### config.mk
export PLATFORM = sky130hd
export DESIGN_NAME = vu_level
export DESIGN_NICKNAME = d
export VERILOG_FILES = /design/src/rtl/vu_pkg.sv /design/src/rtl/vu_peak_hold.sv /design/src/rtl/vu_level.sv
export SDC_FILE = /design/constraint.sdc
export NUM_CORES = 1
export LEC_CHECK = 0
export ABC_CLOCK_PERIOD_IN_PS = 13900
export BUFFER_PORTS_ARGS = -buffer_cell sky130_fd_sc_hd__buf_2
export CAP_MARGIN = 25
export CORE_MARGIN = 5
export CORE_UTILIZATION = 50
export DETAILED_ROUTE_END_ITERATION = 12
export PLACE_DENSITY = 0.7
export SYNTH_ARGS = -nofsm -noshare
export SYNTH_HDL_FRONTEND = slang
export SYNTH_SLANG_ARGS = --single-unit
### constraint.sdc
create_clock -name pixel_clock -period 13.9 [get_ports pixel_clock]
set_clock_uncertainty 0.15 [all_clocks]
set_input_delay 1.39 -clock pixel_clock [delete_from_list [all_inputs] [get_ports pixel_clock]]
set_output_delay 1.39 -clock pixel_clock [all_outputs]
set_load 0.01 [all_outputs]
### src/rtl/vu_pkg.sv
// Shared types and helpers for the VU meter chain (level/peak stages and later consumers).
// Latency: n/a (package; scale_mag is purely combinational).
// Backpressure: n/a.
package vu_pkg;

   // Default bar resolution, matches the vga stage data width.
   localparam int LEVEL_W = 8;

   // Peak-hold marker behaviour.
   typedef enum logic [1:0] {
      TRACK = 2'd0,
      HOLD  = 2'd1,
      FALL  = 2'd2
   } peak_state_e;

   // Saturating absolute value of a sign-extended sample, then keep the LEVEL bits just
   // below the sign position. The most negative sample clips to the largest positive value
   // so it lands on full scale instead of wrapping. Valid for sample_w up to 32.
   function automatic logic [31:0] scale_mag(input logic signed [31:0] s,
                                              input int                 sample_w,
                                              input int                 level_w);
      logic signed [31:0] most_neg;
      logic [31:0]        mag;
      most_neg = -(32'sd1 <<< (sample_w - 1));
      if (s == most_neg) begin
         mag = (32'd1 << (sample_w - 1)) - 32'd1;
      end else if (s < 0) begin
         mag = 32'(-s);
      end else begin
         mag = 32'(s);
      end
      return mag >> (sample_w - 1 - level_w);
   endfunction

endpackage

### src/rtl/vu_peak_hold.sv
// Peak-hold marker: captures the new level, holds it for HOLD_FRAMES frames, then falls 1/frame.
// Latency: peak updates on the clock edge that ends the frame_tick cycle.
// Backpressure: none; stepped only by frame_tick.
module vu_peak_hold
   import vu_pkg::*;
#(
   parameter int LEVEL_W     = vu_pkg::LEVEL_W,
   parameter int HOLD_FRAMES = 30
) (
   input  logic               pixel_clock,
   input  logic               reset,
   input  logic               frame_tick,
   input  logic [LEVEL_W-1:0] level_new,
   output logic [LEVEL_W-1:0] peak
);

   localparam int               CNT_W     = $clog2(HOLD_FRAMES + 1);
   localparam logic [CNT_W-1:0] HOLD_INIT = CNT_W'(HOLD_FRAMES);
   localparam logic [CNT_W-1:0] CNT_ONE   = CNT_W'(1);

   peak_state_e        state_q, state_d;
   logic [LEVEL_W-1:0] peak_q, peak_d;
   logic [LEVEL_W-1:0] peak_dec;
   logic [CNT_W-1:0]   hold_cnt_q, hold_cnt_d;

   assign peak_dec = peak_q - 1'b1;

   // Next state: a level at or above the marker always re-captures and restarts the hold;
   // otherwise the current state decides how the marker moves toward the level.
   always_comb begin
      state_d    = state_q;
      peak_d     = peak_q;
      hold_cnt_d = hold_cnt_q;
      if (frame_tick) begin
         if (level_new >= peak_q) begin
            peak_d     = level_new;
            hold_cnt_d = HOLD_INIT;
            state_d    = HOLD;
         end else begin
            case (state_q)
               HOLD: begin
                  hold_cnt_d = hold_cnt_q - CNT_ONE;
                  if (hold_cnt_q == CNT_ONE) begin
                     state_d = FALL;
                  end
               end
               FALL: begin
                  peak_d = (peak_dec > level_new) ? peak_dec : level_new;
                  if (peak_dec <= level_new) begin
                     state_d = TRACK;
                  end
               end
               default: begin
                  peak_d  = level_new;
                  state_d = TRACK;
               end
            endcase
         end
      end
   end

   // State, marker and hold counter registers.
   always_ff @(posedge pixel_clock or negedge reset) begin
      if (!reset) begin
         state_q    <= TRACK;
         peak_q     <= '0;
         hold_cnt_q <= '0;
      end else begin
         state_q    <= state_d;
         peak_q     <= peak_d;
         hold_cnt_q <= hold_cnt_d;
      end
   end

   assign peak = peak_q;

endmodule

### src/rtl/vu_level.sv
// Audio samples -> per-frame bar level (instant attack, linear decay) plus peak-hold marker.
// Latency: sample visible in the window max next cycle; level/peak/level_valid one cycle after frame_tick.
// Backpressure: none; every valid sample is absorbed, outputs hold between ticks.
module vu_level
   import vu_pkg::*;
#(
   parameter int SAMPLE_W    = 16,
   parameter int LEVEL_W     = vu_pkg::LEVEL_W,
   parameter int DECAY_STEP  = 4,
   parameter int HOLD_FRAMES = 30
) (
   input  logic                pixel_clock,
   input  logic                reset,
   input  logic [SAMPLE_W-1:0] sample,
   input  logic                sample_valid,
   input  logic                frame_tick,
   output logic [LEVEL_W-1:0]  level,
   output logic [LEVEL_W-1:0]  peak,
   output logic                level_valid
);

   localparam logic [LEVEL_W-1:0] DSTEP = LEVEL_W'(DECAY_STEP);

   logic [LEVEL_W-1:0] smag;
   logic [LEVEL_W-1:0] win_max_q, win_max_d;
   logic [LEVEL_W-1:0] level_q, level_d;
   logic [LEVEL_W-1:0] decayed;
   logic               level_valid_q;

   assign smag = LEVEL_W'(scale_mag(32'(signed'(sample)), SAMPLE_W, LEVEL_W));

   // Window maximum: a sample arriving with the tick opens the next window.
   always_comb begin
      win_max_d = win_max_q;
      if (frame_tick) begin
         win_max_d = sample_valid ? smag : '0;
      end else if (sample_valid && (smag > win_max_q)) begin
         win_max_d = smag;
      end
   end

   // Level: jump up to the window max, otherwise fall by at most DECAY_STEP (floored at 0).
   always_comb begin
      decayed = (level_q > DSTEP) ? (level_q - DSTEP) : '0;
      level_d = level_q;
      if (frame_tick) begin
         if (win_max_q >= level_q) begin
            level_d = win_max_q;
         end else begin
            level_d = (decayed > win_max_q) ? decayed : win_max_q;
         end
      end
   end

   // Window, level and update-strobe registers.
   always_ff @(posedge pixel_clock or negedge reset) begin
      if (!reset) begin
         win_max_q     <= '0;
         level_q       <= '0;
         level_valid_q <= 1'b0;
      end else begin
         win_max_q     <= win_max_d;
         level_q       <= level_d;
         level_valid_q <= frame_tick;
      end
   end

   // The marker sees the level being registered this edge so it never drops below it.
   vu_peak_hold #(
      .LEVEL_W     (LEVEL_W),
      .HOLD_FRAMES (HOLD_FRAMES)
   ) u_peak_hold (
      .pixel_clock (pixel_clock),
      .reset       (reset),
      .frame_tick  (frame_tick),
      .level_new   (level_d),
      .peak        (peak)
   );

   assign level       = level_q;
   assign level_valid = level_valid_q;

endmodule

======== Word-level counts from Yosys, hierarchy flattened ========
Index checks and enable logic that the tools add are counted.
word-level totals
  output and inout port bits .............. 17
  register bits after elaboration ......... 32
  input port bits ......................... 20
  logic and storage cells ................. 49
cells by class
  $add $sub $neg .......................... 4
  magnitude comparators ................... 8
  muxes and demuxes ....................... 18
  reductions and logical operators ........ 6
  eq/ne operators ......................... 7
operators by type and width
  kind                                                            number
  two-way mux 8 bit                                               9
  two-way mux 15 bit                                              2
  greater-than comparator 8 bit                                   3
  equality test 16 bit (second input constant)                    1
  >= comparator 8 bit                                             2
  < comparator 16 x 1 -> 1 bit (second input constant)            1
  one-hot mux 8 bit (2 select lines)                              1
  negator 15 bit                                                  1
  two-way mux 5 bit                                               2
  greater-than comparator 8 x 3 -> 1 bit (second input constant)  1
  less-or-equal comparator 8 bit                                  1
  subtractor 8 x 1 -> 8 bit (second input constant)               1
  subtractor 8 x 3 -> 8 bit (second input constant)               1
  two-way mux 2 bit                                               3
  inequality test 3 x 1 -> 1 bit (second input constant)          2
  equality test 5 x 1 -> 1 bit (second input constant)            1
  subtractor 5 x 1 -> 5 bit (second input constant)               1
  one-hot mux 2 bit (2 select lines)                              1
  AND reduction 2 bit                                             2
  nonzero test 2 bit                                              2
  AND reduction 3 bit                                             1
  equality test 2 x 1 -> 1 bit (second input constant)            1
  equality test 2 bit (second input constant)                     1
  inequality test 2 x 1 -> 1 bit (second input constant)          1
  logical AND 1 bit                                               1

======== Depth between registers and ports, before layout ========
Gate-level depths: netlist (run 1).
  word-level depth ........................ 10
  mapped depth ............................ 25
  mapped depth without buffers ............ 24

======== By module ========
Synthesis (run 1) repeated with hierarchy kept, for this count alone.
unflattened totals
  cell total of the unflattened synthesis .. 344
  area total of the unflattened synthesis .. 3011.6 um^2
modules (own cells, without submodules)
  module        cells an instance  area an instance (um^2)  seq. area each (um^2)  instances
  vu_level      193                1654.1                   425.4                  1
  vu_peak_hold  151                1357.6                   375.4                  1

======== Worst setup path before layout (run 1) ========
OpenSTA, ideal clock, no wires.
  path type ............................... reg2reg
  start point ............................. register level_q[3], in the netlist level[3]
  end point ............................... register u_peak_hold.peak_q[3], in the netlist u_peak_hold.peak[3]
  clock period less this slack ............ 5.589 ns
  setup time .............................. 0.132 ns
  path buffers ............................ 1
  slack ................................... 8.311 ns
  arrival time ............................ 5.307 ns
  cell stages (with the launch flop) ...... 25
  data required time ...................... 13.618 ns
  path through ............................ dfrtp_1 > inv_1 > ha_1 > nor3b_1 > o21a_4 > nor2_1 > ha_1 > nor2b_1 > or3_1 > a31o_1 > o211a_4 > nand2_1 > mux2i_1 > a21oi_1 > ha_1 > a21o_1 > a21o_1 > a21o_1 > a2111o_1 > o22ai_1 > a31oi_4 > nor4_4 > buf_6 > mux2i_1 > a2bb2oi_1
between the ends
  word-level cells in the longest chain between the ends .. 10
  elaborated cells on any way between the ends .. 15
  classes of those cells .................. 1 x add/sub; 5 x order compare; 1 x eq/ne; 7 x mux; 1 x reduce/logical
ends and longest elaborated chain
  item                                                                                        RTL line            source
  from (decl)                                                                                 vu_level.sv:26      logic [LEVEL_W-1:0] level_q, level_d;
  from (signal assigned)                                                                      vu_level.sv:63      level_q <= level_d;
  subtractor 8 x 3 -> 8 bit / greater-than comparator 8 x 3 -> 1 bit (equally long branches)  vu_level.sv:44      decayed = (level_q > DSTEP) ? (level_q - DSTEP) : '0;
  two-way mux 8 bit                                                                           vu_level.sv:44
  greater-than comparator 8 bit                                                               vu_level.sv:50      level_d = (decayed > win_max_q) ? decayed : win_max_q;
  two-way mux 8 bit                                                                           vu_level.sv:50
  two-way mux 8 bit *                                                                         vu_level.sv:47      if (win_max_q >= level_q) begin
  two-way mux 8 bit *                                                                         vu_level.sv:46      if (frame_tick) begin
  via level_d[5]                                                                              vu_level.sv:26
  greater-than comparator 8 bit                                                               vu_peak_hold.sv:48  peak_d = (peak_dec > level_new) ? peak_dec : level_new;
  two-way mux 8 bit                                                                           vu_peak_hold.sv:48
  one-hot mux 8 bit (2 select lines)                                                          vu_peak_hold.sv:40  case (state_q)
  two-way mux 8 bit                                                                           vu_peak_hold.sv:35  if (level_new >= peak_q) begin
  to (signal assigned)                                                                        vu_peak_hold.sv:70  peak_q <= peak_d;
  to (decl)                                                                                   vu_peak_hold.sv:22  logic [LEVEL_W-1:0] peak_q, peak_d;
The timed path passes the listed nets; every way through them passes the cells marked *.
A chain may end at the register's enable or synchronous reset.

======== Worst setup path in the final report (run 1) ========
  start point ............................. register level_q[2], in the netlist level[2]
  end point ............................... register u_peak_hold.peak_q[2], in the netlist u_peak_hold.peak[2]
Same word-level chain as after synthesis.

==> results by group, run 1 <==
Clock tree
  – Root Buffer: clkbuf_8
  – Clock sinks: 32
  – Number of setup buffers added after CTS: 0
  – Clk_lat worst skew: 290 ps
  – CTS buffer count: 5
  – Post-cts resize count: 0
  – Worst-path clk slew: 80 ps
  – Hold_buf cts: 0
  – CTS tree: built
  – H-Tree Depth: 2
  – Worst-case clock buffer depth: 2

Floorplan
  – I/O pin cnt: 37
  – # rows: 28
  – Starting density of the core: between 50% and 60%
  – Die area: roughly 7700 um2
  – Total core area: 5890 um2
  – Chip width: 87.8 um
  – Height of the die: 87.8 um

Worst setup path
  – Reg-to-Reg Start: level[2]
  – Worst Setup EP: u_peak_hold.peak[2]
  – Worst r2r dst: u_peak_hold.peak[2]
  – Crit-path max cell delay: 820 ps
  – CP startpoint: level[2]
  – Worst-case reg-to-reg path depth: 22
  – Crit path launch type: flip-flop
  – Setup crit end kind: flip-flop
  – Setup CP Type: flip-flop to flip-flop
  – Worst Path Required: 13910 ps
  – CP Max Fanout: 15
  – Critical Path AT: 6510 ps
  – CP Cell Sequence: ha_1, nor3b_1, o21a_4, nor2_1, ha_1, nor2b_1, or3_1, a31o_1, o211a_4, nand2_1, mux2i_1, a21oi_1, ha_1, a21o_1, a21o_1, a21o_1, a2111o_1, o22ai_1, a31oi_4, nor4_4, mux2i_1, a2bb2oi_1
  – Slowest cell on crit path: nor4_4
  – FF-to-FF setup slack: 7400 ps

Global routing
  – Largest net degree at the start of global routing: 33
  – Met1 usage: 28.2%
  – Vias in the first global route: 2603
  – GR Util met3: 3.39%
  – Total global routing overflow: 0
  – Initial antenna violation count: 0
  – Met2 usage: between 30% and 40%
  – GR peak layer: met2
  – Tot GR Track Use: between 10% and 20%
  – First-pass GRT wire length: 12000 um

Logic synthesis
  – Avg Inst Size Synth: between 8 and 9 um2
  – Synthesized area: around 3000 um2
  – Cells after synthesis: 352
  – Syn_nets: 414
  – Synth area leader: dfrtp_1
  – Ys Warns: 0
  – Sequential share of the synthesized area: a little over a quarter
  – Primary FF master, synth: dfrtp_1
  – EDFF count, synth: 0
  – FF+latch count, synth: 32
  – Top cells by area, synth: dfrtp_1, ha_1, inv_1, nand2_1, mux2i_1
  – Synth async-reset ratio: 100%
  – Post-synth cell types: 57
  – Top cell type's share of synthesized area: 26.5%

Finish
  – Ant. Diodes: 0
  – Fraction of layout cells with a size suffix above 1: between 10% and 20%
  – Fillers: 551
  – Commonest non-fill, non-tap cell in the layout: ha_1
  – Layout area overhead: 11.7%
  – Layout Nets: 451
  – Commonest non-fill, non-tap cells in the layout: ha_1, inv_1, buf_2

Routing
  – Routed WL: approximately 7100 um
  – Avg WL per Cell: roughly 15 um
  – Antenna Nets Post-Route: 0
  – DRC violations left: 0
  – DR iter-0 viols: between 150 and 200
  – Via/cell ratio: 5.78
  – Drt first pass iters: 4
  – Vias: 2689

Hold path
  – Worst hold path startpoint: u_peak_hold.hold_cnt_q[4]
  – Min-Delay Path Class: flip-flop to flip-flop

Status
  – Status: finished clean

Placement
  – RePlAce Congestion: 0.877
  – DP HPWL: ~5600 um
  – # port buffers: 36

STA
  – Worst-margin pin slew: 870 ps
  – Tcrit/Tclk final: 46.8%
  – Slew HR: 41.5%
  – Slew Limit Fails: 0
  – RSZ-0062 raised after global routing: no
  – Setup-failing EPs final: 0
  – Fin. Hold Viols: 0
  – Tmin final: 6500 ps
  – Setup TNS: 0 ps
  – Max Clock Freq: 0.154 GHz
  – Hold slack: between 300 and 400 ps

Pwr
  – Power density cells: 247 nW/um2
  – Worst VDD drop: roughly 0.13 mV
  – Pleak: 0.00159 uW

Flow run
  – Max_cap viols: 0
[area by class of cell]
| cell class | count | area [um2] | area share (%) |
|---|---|---|---|
| Inverter | 41 | 154 | 4.56 |
| Timing Repair Buffer | 36 | 180 | 5.34 |
| Clock inverter | 3 | 42.5 | 1.26 |
| Tap cell | 75 | 93.8 | 2.78 |
| Clock buffer | 5 | 68.8 | 2.04 |
| Multi-Input combinational cell | 273 | 2040 | 60.3 |
| Sequential cell | 32 | 801 | 23.7 |
[how the worst min path moves through the flow]
stage / end / slack (ps) / cells past startpoint
after global placement: u_peak_hold.hold_cnt_q[4] / 330 / 1
after global routing: u_peak_hold.hold_cnt_q[4] / 410 / 1
after floorplan: u_peak_hold.hold_cnt_q[4] / 300 / 1
after CTS: u_peak_hold.hold_cnt_q[4] / 370 / 1
after detailed placement: u_peak_hold.hold_cnt_q[4] / 360 / 1
final: u_peak_hold.hold_cnt_q[4] / 370 / 1
[flip-flops by register name, indices dropped and copies added, names as in the netlist]
name and cells:
u_peak_hold.peak 8, win_max_q 8, u_peak_hold.state_q 2, level 8, level_valid 1, u_peak_hold.hold_cnt_q 5
[worst max-delay path: cells and delay by family (launching register included)]
family / cells / cell delay (ps)
multiplexers: 2 / 400
AND/OR/NAND/NOR: 6 / 1990
adder cells (fa/ha/maj): 3 / 790
AO/OA/AOI/OAI: 11 / 2490
flip-flops: 1 / 550
[cell families after synthesis]
kind of cell | share of synthesized area [%]
AND/OR/NAND/NOR | 20.5
flip-flops | 26.5
XOR/XNOR | 4.64
AO/OA/AOI/OAI | 21.2
multiplexers | 3.64
adder cells (fa/ha/maj) | 17.4
buffers and inverters | 6.13
[stage by stage]
stage          cells  util (%)  setup slack [ps]  power (uW)  cell area, um2
4_1_cts          465      57.4              7440         835            3380
3_5_place_dp     457      55.5              7480         735            3270
3_3_place_gp     457      55.5              7610         722            3270
6_report         465      57.4              7400         835            3380
2_1_floorplan    352         -              8310         599            3020
5_1_grt          465      57.4              6960         916            3380
[synthesized netlist by cell type, drive strengths merged, types with 6 or more instances]
cell	n
or3	6
nand4	7
dfrtp	32
mux2i	11
nand3	8
nor3	9
ha	42
nor2b	6
a22o	8
o21ai	18
xnor2	10
a21oi	17
inv	41
nand2	31
xor2	6
nor2	27
a21o	6
[layer usage]
metal	vias up	wire length, um
li1	1344	-
met4	0	51
met5	-	0
met1	1281	3550
met2	57	3220
met3	7	328
[power breakdown]
group | internal, uW | switching [uW]
Combinational | 242 | 331
Clock | 53.1 | 38.5
Sequential | 125 | 46.3
No activity file was read; power rests on OpenSTA's default activity.
==> inputs of run 2 (changes only) <==
--- a/config.mk
+++ b/config.mk
@@ -5,13 +5,13 @@
 export SDC_FILE = /design/constraint.sdc
 export NUM_CORES = 1
 export LEC_CHECK = 0
-export ABC_CLOCK_PERIOD_IN_PS = 13900
+export ABC_CLOCK_PERIOD_IN_PS = 5300
 export BUFFER_PORTS_ARGS = -buffer_cell sky130_fd_sc_hd__buf_2
 export CAP_MARGIN = 25
 export CORE_MARGIN = 5
 export CORE_UTILIZATION = 50
 export DETAILED_ROUTE_END_ITERATION = 12
-export PLACE_DENSITY = 0.7
+export PLACE_DENSITY = 0.73
 export SYNTH_ARGS = -nofsm -noshare
 export SYNTH_HDL_FRONTEND = slang
 export SYNTH_SLANG_ARGS = --single-unit
==> constraint.sdc (replaced) <==
create_clock -name pixel_clock -period 5.3 [get_ports pixel_clock]
set_clock_uncertainty 0.15 [all_clocks]
set_input_delay 0.53 -clock pixel_clock [delete_from_list [all_inputs] [get_ports pixel_clock]]
set_output_delay 0.53 -clock pixel_clock [all_outputs]
set_load 0.01 [all_outputs]
==> results by group, run 2 (synthesized netlist as in run 1, its figures left out) <==
Clock tree
  – Root Buffer: clkbuf_8 (unchanged)
  – H-Tree Depth: 2 (unchanged)
  – Worst-case clock buffer depth: 2 (unchanged)
  – Worst-path clk slew: 80 ps (about the same)
  – Clock sinks: 32 (unchanged)
  – Clk_lat worst skew: 300 ps (was 290 ps)
  – CTS buffer count: 5 (unchanged)
  – CTS tree: built (unchanged)

Finish
  – Non-filler cells, final: 545 (was 465)
  – Fraction of layout cells with a size suffix above 1: 39.1% (was 14.4%)
  – Final instance area: 4410 um2 (was 3380 um2)
  – Layout Nets: 531 (was 451)
  – Layout area overhead: 45.8% (was 11.7%)
  – Commonest non-fill, non-tap cell in the layout: buf_4 (was ha_1)
  – Ant. Diodes: 0 (unchanged)
  – Commonest non-fill, non-tap cells in the layout: buf_4, inv_1, buf_2 (was ha_1, inv_1, buf_2)

STA
  – Setup TNS: -4040 ps (was 0 ps)
  – RSZ-0062 raised after global routing: yes (was no)
  – Worst-margin pin slew: 786 ps (was 870 ps)
  – Tcrit/Tclk final: 108% (was 46.8%)
  – Slew HR: 47.6% (was 41.5%)
  – Max Clock Freq: 0.174 GHz (was 0.154 GHz)
  – Setup-failing EPs final: 15 (was 0)
  – Slew Limit Fails: 0 (unchanged)
  – Hold slack: 145 ps (was 365 ps)
  – Setup ws final: -432 ps (was 7400 ps)
  – Fin. Hold Viols: 0 (unchanged)
  – Tmin final: 5730 ps (was 6500 ps)

Routing
  – DR iter-0 viols: 263 (was 183)
  – Met3 wire length: 616 um (was 328 um)
  – Routed met1 length: 4300 um (was 3550 um)
  – Routed WL: 10800 um (was 7150 um)
  – Antenna Nets Post-Route: 0 (unchanged)
  – Top sig layer: met4 (unchanged)
  – Avg WL per Cell: 19.9 um (was 15.4 um)
  – Vias: 3382 (was 2689)
  – DRC violations left: 0 (unchanged)
  – Drt first pass iters: 5 (was 4)
  – Metal2 WL: 5450 um (was 3220 um)
  – Via/cell ratio: 6.21 (was 5.78)

Global routing
  – Vias in the first global route: 3081 (was 2603)
  – Tot GR Track Use: 24.6% (was 19.4%)
  – Total global routing overflow: 0 (unchanged)
  – First-pass GRT wire length: 14900 um (was 12000 um)
  – Initial antenna violation count: 0 (unchanged)
  – Largest net degree at the start of global routing: 33 (unchanged)

Placement
  – Dpl cells: 505 (was 457)
  – DP HPWL: 6170 um (was 5560 um)
  – # port buffers: 36 (unchanged)
  – Placed Area: 3650 um2 (was 3270 um2)
  – RePlAce Congestion: 0.906 (was 0.877)

Status
  – Failing checks: negative setup slack
  – Status: finished, violations left (was finished clean)

Pwr
  – Power density cells: 832 nW/um2 (was 247 nW/um2)
  – Total power: 3670 uW (was 835 uW)
  – Worst VDD drop: 0.482 mV (was 0.128 mV)
  – Pleak: 0.00205 uW (was 0.00159 uW)

Worst setup path
  – Crit path launch type: flip-flop (unchanged)
  – Setup crit end kind: flip-flop (unchanged)
  – FF-to-FF setup slack: -430 ps (was 7400 ps)
  – CP Max Fanout: 6 (was 15)
  – Worst-case reg-to-reg path depth: 27 (was 22)
  – Worst Path Required: 5320 ps (was 13910 ps)
  – Critical Path AT: 5750 ps (was 6510 ps)
  – Setup CP Type: flip-flop to flip-flop (unchanged)

Floorplan
  – Chip width: 87.8 um (unchanged)
  – Total core area: 5890 um2 (unchanged)
  – Die area: 7700 um2 (unchanged)
  – Height of the die: 87.8 um (unchanged)
  – I/O pin cnt: 37 (unchanged)
  – Starting density of the core: 51.4% (unchanged)
  – # rows: 28 (unchanged)

Flow run
  – Max_cap viols: 0 (unchanged)

Hold path
  – Min-Delay Path Class: primary input to asynchronous set/reset pin (was flip-flop to flip-flop)
[run 2: worst paths after layout]
kind,startpoint,end
min,reset,win_max_q[2]
max in group asynchronous,reset,level[2]
min reg2reg,u_peak_hold.hold_cnt_q[4],u_peak_hold.hold_cnt_q[4]
max,level[3],u_peak_hold.peak[5]
max reg2reg,level[3],u_peak_hold.peak[5]
min in group pixel_clock,u_peak_hold.hold_cnt_q[4],u_peak_hold.hold_cnt_q[4]
[run 2: critical path, cell delays in order (launching register included)]
cell and delay, ps:
dfrtp_1 400, inv_2 100, ha_4 140, nor3b_4 220, o21a_4 190, nor2_2 50
ha_1 320, nor2b_4 140, or3_1 340, a31o_1 200, o211a_4 280, nand2_8 100
mux2i_2 250, a21oi_2 110, buf_4 200, ha_4 210, a21o_1 180, a21o_1 170
a21o_1 200, a2111o_1 400, o22ai_1 160, buf_4 150, a31oi_4 50, nor4_4 260
buf_12 170, buf_12 110, mux2i_2 200, a2bb2oi_1 110
[run 2: power by group]
part	switching, uW	internal (uW)
sequential	112	328
clock	105	139
combinational	1470	1520
[run 2: routing by layer]
| layer | vias up | GRT usage (%) |
|---|---|---|
| met3 | 54 | 4.23 |
| met1 | 1651 | 31.7 |
| met5 | - | 0 |
| li1 | 1504 | - |
| met2 | 173 | 41.8 |
| met4 | 0 | 8.09 |
[run 2: what timing repair did]
action | 4_1_cts | 5_1_grt
pin swaps | 26 | 43
resized for setup | 39 | 39
hold buffers | 0 | 0
buffers inserted | 15 | 18
endpoints found under the hold margin | 0 | 0
cloned | 1 | 0
endpoints found under the setup margin | 15 | 15
[run 2: final cells by class]
| class | instances | area (um2) |
|---|---|---|
| sequential | 32 | 802 |
| inverter | 41 | 154 |
| fill | 372 | 1480 |
| tap | 75 | 93.8 |
| clock inverter | 3 | 42.5 |
| multi-input combinational | 273 | 2390 |
| timing repair buffer | 116 | 857 |
| clock buffer | 5 | 68.8 |
[run 2: metrics by stage]
step / setup slack (ps) / utilization, %
3_5_place_dp: -487 / 62.0
3_3_place_gp: -377 / 62.0
4_1_cts: -123 / 69.2
5_1_grt: -596 / 74.9
2_1_floorplan: 7.22 / -
6_report: -432 / 74.9
